==> config.mk <==
export PLATFORM = sky130hd
export DESIGN_NAME = mem_port_arbiter
export DESIGN_NICKNAME = d
export VERILOG_FILES = /design/src/rtl/mem_port_arbiter.sv
export SDC_FILE = /design/constraint.sdc
export NUM_CORES = 1
export LEC_CHECK = 0
export BUFFER_PORTS_ARGS = -buffer_cell sky130_fd_sc_hd__buf_2
export CORE_AREA = 2 2 107 109
export CTS_BUF_LIST = sky130_fd_sc_hd__clkbuf_16
export DETAILED_ROUTE_END_ITERATION = 6
export DIE_AREA = 0 0 109 111
export SYNTH_ARGS = -nofsm -noshare
export SYNTH_HDL_FRONTEND = slang
export SYNTH_SLANG_ARGS = --single-unit
export TNS_END_PERCENT = 5
==> constraint.sdc <==
create_clock -name clk -period 4.05 [get_ports clk]
set_input_delay 0 -clock clk [delete_from_list [all_inputs] [get_ports clk]]
set_output_delay 0 -clock clk [all_outputs]
set_load 0.05 [all_outputs]
==> src/rtl/mem_port_arbiter.sv <==
// mem_port_arbiter
//   Shares one memory port between instruction fetch and load/store.
//   Data wins by default; after STARVE_LIMIT consecutive lost arbitrations
//   fetch is forced through. Reads are tagged with their owner in a
//   MEM_LATENCY-deep pipeline so returning data is steered back correctly.
//
// Ports
//   clk, reset                    clock, synchronous active-high reset
//   if_req_i/if_addr_i            fetch request and address
//   if_gnt_o                      fetch won arbitration this cycle
//   if_rvalid_o/if_rdata_o        fetch read return
//   d_req_i/d_we_i/d_addr_i       load/store request, store flag, address
//   d_wdata_i/d_be_i              store data and byte enables
//   d_gnt_o                       load/store won arbitration this cycle
//   d_rvalid_o/d_rdata_o          load read return (never for stores)
//   mem_req_o/mem_we_o/mem_addr_o memory request, write strobe, address
//   mem_wdata_o/mem_be_o          memory write data and byte enables
//   mem_rdata_i                   memory read data, MEM_LATENCY cycles later
module mem_port_arbiter #(
  parameter int MEM_LATENCY  = 1,
  parameter int STARVE_LIMIT = 4
) (
  input  logic        clk,
  input  logic        reset,
  input  logic        if_req_i,
  input  logic [31:0] if_addr_i,
  output logic        if_gnt_o,
  output logic        if_rvalid_o,
  output logic [31:0] if_rdata_o,
  input  logic        d_req_i,
  input  logic        d_we_i,
  input  logic [31:0] d_addr_i,
  input  logic [31:0] d_wdata_i,
  input  logic [3:0]  d_be_i,
  output logic        d_gnt_o,
  output logic        d_rvalid_o,
  output logic [31:0] d_rdata_o,
  output logic        mem_req_o,
  output logic        mem_we_o,
  output logic [31:0] mem_addr_o,
  output logic [31:0] mem_wdata_o,
  output logic [3:0]  mem_be_o,
  input  logic [31:0] mem_rdata_i
);

  typedef enum logic {
    OWN_DATA  = 1'b0,
    OWN_FETCH = 1'b1
  } owner_e;

  typedef struct packed {
    logic   valid;
    owner_e owner;
  } tag_t;

  localparam logic [3:0] LP_LIMIT = 4'(STARVE_LIMIT);

  logic [3:0]                r_starve_cnt;
  tag_t [MEM_LATENCY-1:0]    r_tags;
  tag_t                      w_push;
  tag_t                      w_ret;
  logic                      w_force_if;
  logic                      w_if_win;
  logic                      w_d_win;

  assign w_force_if = (r_starve_cnt == LP_LIMIT);
  assign w_if_win   = if_req_i && (!d_req_i || w_force_if);
  assign w_d_win    = d_req_i && !w_if_win;

  // NOTE: every output of this block gets a default before the branches;
  // a missing default on any path would infer a latch.
  always_comb begin
    if_gnt_o    = w_if_win;
    d_gnt_o     = w_d_win;
    mem_req_o   = 1'b0;
    mem_we_o    = 1'b0;
    mem_addr_o  = '0;
    mem_wdata_o = '0;
    mem_be_o    = 4'b0000;
    if (w_if_win) begin
      mem_req_o  = 1'b1;
      mem_addr_o = if_addr_i;
      mem_be_o   = 4'b1111;
    end else if (w_d_win) begin
      mem_req_o   = 1'b1;
      mem_we_o    = d_we_i;
      mem_addr_o  = d_addr_i;
      mem_wdata_o = d_wdata_i;
      mem_be_o    = d_we_i ? d_be_i : 4'b1111;
    end
  end

  // Fetch loses only when data wins against a pending fetch; anything else
  // (fetch served, or no fetch waiting) restarts the count.
  // NOTE: state registers use non-blocking assignments so every register
  // samples pre-edge values regardless of statement order.
  always_ff @(posedge clk) begin
    if (reset) begin
      r_starve_cnt <= 4'd0;
    end else if (w_if_win || !if_req_i) begin
      r_starve_cnt <= 4'd0;
    end else if (w_d_win && r_starve_cnt != LP_LIMIT) begin
      r_starve_cnt <= r_starve_cnt + 4'd1;
    end
  end

  // A tag enters every cycle; stores and idle cycles push an invalid tag
  // so later reads keep their fixed return slot.
  always_comb begin
    w_push       = '0;
    w_push.valid = mem_req_o && !mem_we_o;
    w_push.owner = w_if_win ? OWN_FETCH : OWN_DATA;
  end

  // The tag pipeline is small control state, so it is cleared on reset to
  // drop every in-flight read.
  always_ff @(posedge clk) begin
    if (reset) begin
      r_tags <= '0;
    end else begin
      for (int i = MEM_LATENCY - 1; i > 0; i--) begin
        r_tags[i] <= r_tags[i-1];
      end
      r_tags[0] <= w_push;
    end
  end

  // Returns are masked while reset is asserted so reads accepted before the
  // reset cycle never surface.
  assign w_ret       = r_tags[MEM_LATENCY-1];
  assign if_rvalid_o = !reset && w_ret.valid && (w_ret.owner == OWN_FETCH);
  assign d_rvalid_o  = !reset && w_ret.valid && (w_ret.owner == OWN_DATA);
  assign if_rdata_o  = mem_rdata_i;
  assign d_rdata_o   = mem_rdata_i;

endmodule

==> impl_metrics.yaml <==
run_status:
  status: "finished clean"
pwr:
  peakVddDrop_v: 0.000104
  p_leak_nw: 1.17
  powerDensity_nw_per_um2: 275
logic_synthesis:
  synth_cells: 178
  syn_area_per_cell_um2: 7.86
  ys_types: 23
  yosysSeqAreaShare_pct: 8.59
  synthesis.area_um2: 1400
  synth_async_sr_flop_share_pct: 0
  dominantRegCellSynth: "dfxtp_1"
  yosysWarnings: 0
  synth_fp_nets: 317
  synth_seq_cells: 6
  synth_enable_flop_cells: 0
drt:
  first_iter_violations: 17
  drtPass1Iterations: 4
  drc: 0
  wl_per_cell_um: 11.3
  ant_nets: 0
  drt-total-wl_mm: 4.83
  via_per_inst: 3.75
  num_vias: 1603
timing:
  post-route-period-util_pct: 50.5
  timing.final.hold_violations: 0
  skew_ns: 0.00314
  period_minus_slack_ns: 2.05
  rsz0062_at_grt: "false"
  clock.fmax_ghz: 0.489
  relSlewSlack_pct: 59.2
  fin_setup_tns_ns: 0
  worstMarginPinSlew_ns: 0.612
  slew_viol_final: 0
  setup_viol: 0
  setup_ws_ns: 2.00
placed_design:
  gp_congestion: 0.678
  dp.cells: 424
  post-dp-hpwl_mm: 4.05
  port-buffer-count: 178
  pre_cts_ws_ns: 2.21
global_route:
  grt_use_met2_pct: 13.0
  grt_usage_pct: 6.47
  grt_use_met1_pct: 5.41
  grt_max_degree: 68
  grt_pass1_vias: 1406
  overflow: 0
  top_usage_layer: "met2"
  antenna_found_initial: 0
  use_met3_pct: 1.76
  grt_pass1_wl_mm: 6.10
floorplan:
  die_height_um: 111
  die-area_um2: 12100
  rows: 39
  io_pins: 275
  die_x_um: 109
  start_util_pct: 12.6
  core_area_um2: 11100
worst_hold_path:
  min_path_type: "input pin to output port"
worst_setup_path:
  critPathCaptureType: "output port"
  arrival_ns: 2.05
  startpoint_type: "flop"
  cp_data_required_time_ns: 4.05
  crit_type: "flop to output port"
  path_max_fanout: 67
cells_and_area:
  final_cells: 428
  syn_to_final_growth_pct: 42.4
  drive_gt1_share_pct: 64.9
  nNetsFinal: 426
  antenna_cells: 0
clocking:
  cts_setup_buffers: 0
  worstSkewPairLatency_ns: 0.23
  htreeDepth: 1
  cts-root-buf: "clkbuf_16"
  numCtsBuffers: 3
  cts_buffer_depth: 2
  clk_pin_slew_ns: 0.03
  clock_sinks: 6
  cts_tree: "done"
run:
  max-cap-violations: 0
-- synth_stat cells (2+ instances only) --
| master | count | area [um^2] |
|---|---|---|
| buf_6 | 4 | 45.0 |
| a21o_1 | 4 | 30.0 |
| inv_1 | 5 | 18.8 |
| ha_1 | 2 | 25.0 |
| buf_2 | 2 | 10.0 |
| nor2_1 | 5 | 18.8 |
| clkbuf_1 | 3 | 11.3 |
| a22o_1 | 32 | 280 |
| nand2b_1 | 4 | 25.0 |
| dfxtp_1 | 6 | 120 |
| and2_1 | 33 | 206 |
| buf_4 | 67 | 503 |
-- worst max-delay path, cell delays in order, from the launching register on --
cell      delay [ns]
dfxtp_1         0.36
inv_1           0.06
ha_1            0.22
nand3b_4        0.10
o21a_4          0.52
a22o_1          0.27
buf_2           0.28
-- per-layer routing --
metal | vias to the layer above | share of wire, %
met4 | 0 | 3.6
met2 | 149 | 50
met1 | 686 | 31
met3 | 21 | 15
met5 | - | 0
li1 | 747 | -
-- state kept, by name, summed over array words and instances (netlist names) --
register and cells:
r_starve_cnt 4, r_tags 2
-- through the flow --
| stage | hold slack [ns] | util, % | power, mW | instance area (um^2) |
|---|---|---|---|---|
| 2_1_floorplan | 0.0716 | - | 0.466 | 1400 |
| 3_3_place_gp | 0.000497 | 17.2 | 0.388 | 1910 |
| 3_5_place_dp | 0.000497 | 17.2 | 0.389 | 1910 |
| 4_1_cts | 0.000497 | 18.0 | 0.552 | 1990 |
| 5_1_grt | 0.000106 | 18.0 | 0.572 | 1990 |
| 6_report | 0.0000242 | 18.0 | 0.548 | 1990 |
-- cells in the final DEF (no fill, tap or decap), types with 2 or more instances in the layout --
cell type and count:
buf_2 178, clkbuf_16 3, dfxtp_1 6, nor2_1 5, inv_1 5, and2_1 33
a22o_1 32, a21o_1 4, nand2b_1 4, ha_1 2
-- what timing repair did --
action,in CTS,in global routing
resized for setup,0,0
endpoints found under the setup margin,0,0
hold buffers,1,0
hold endpoints to repair,2,0
-- report_power, final --
group          leakage (nW)  internal [mW]  switching [mW]
clock                0.0370          0.127          0.0331
sequential           0.0489         0.0611        0.000880
combinational          1.08         0.0981           0.228
-- cell type report --
type,count,area [um^2]
Inverter,5,18.8
Clock buffer,3,75.1
Timing Repair Buffer,180,908
Sequential cell,6,120
Tap cell,143,179
Multi-Input combinational cell,91,691
Fill cell,1249,9080
-- cells by family (layout without fill, tap and decap cells) --
family	Yosys count	after routing	synth area share (%)
xor+xnor	2	2	1.25
fa+ha+maj	2	2	1.79
buf+inv	81	188	42.0
flops	6	6	8.59
simple gates	48	48	21.9
compound gates	39	39	24.4
-- worst paths after layout --
path | cells after the start | startpoint | to | slack [ns]
setup / recovery | 6 | r_starve_cnt[0] | mem_addr_o[3] | 2.00
hold / removal | 0 | mem_rdata_i[2] | d_rdata_o[2] | 0.00002
setup reg to reg | 5 | r_starve_cnt[0] | r_tags[1] | 2.49
hold reg to reg | 1 | r_starve_cnt[0] | r_starve_cnt[0] | 0.46
Power figures use the tool's default switching activity.
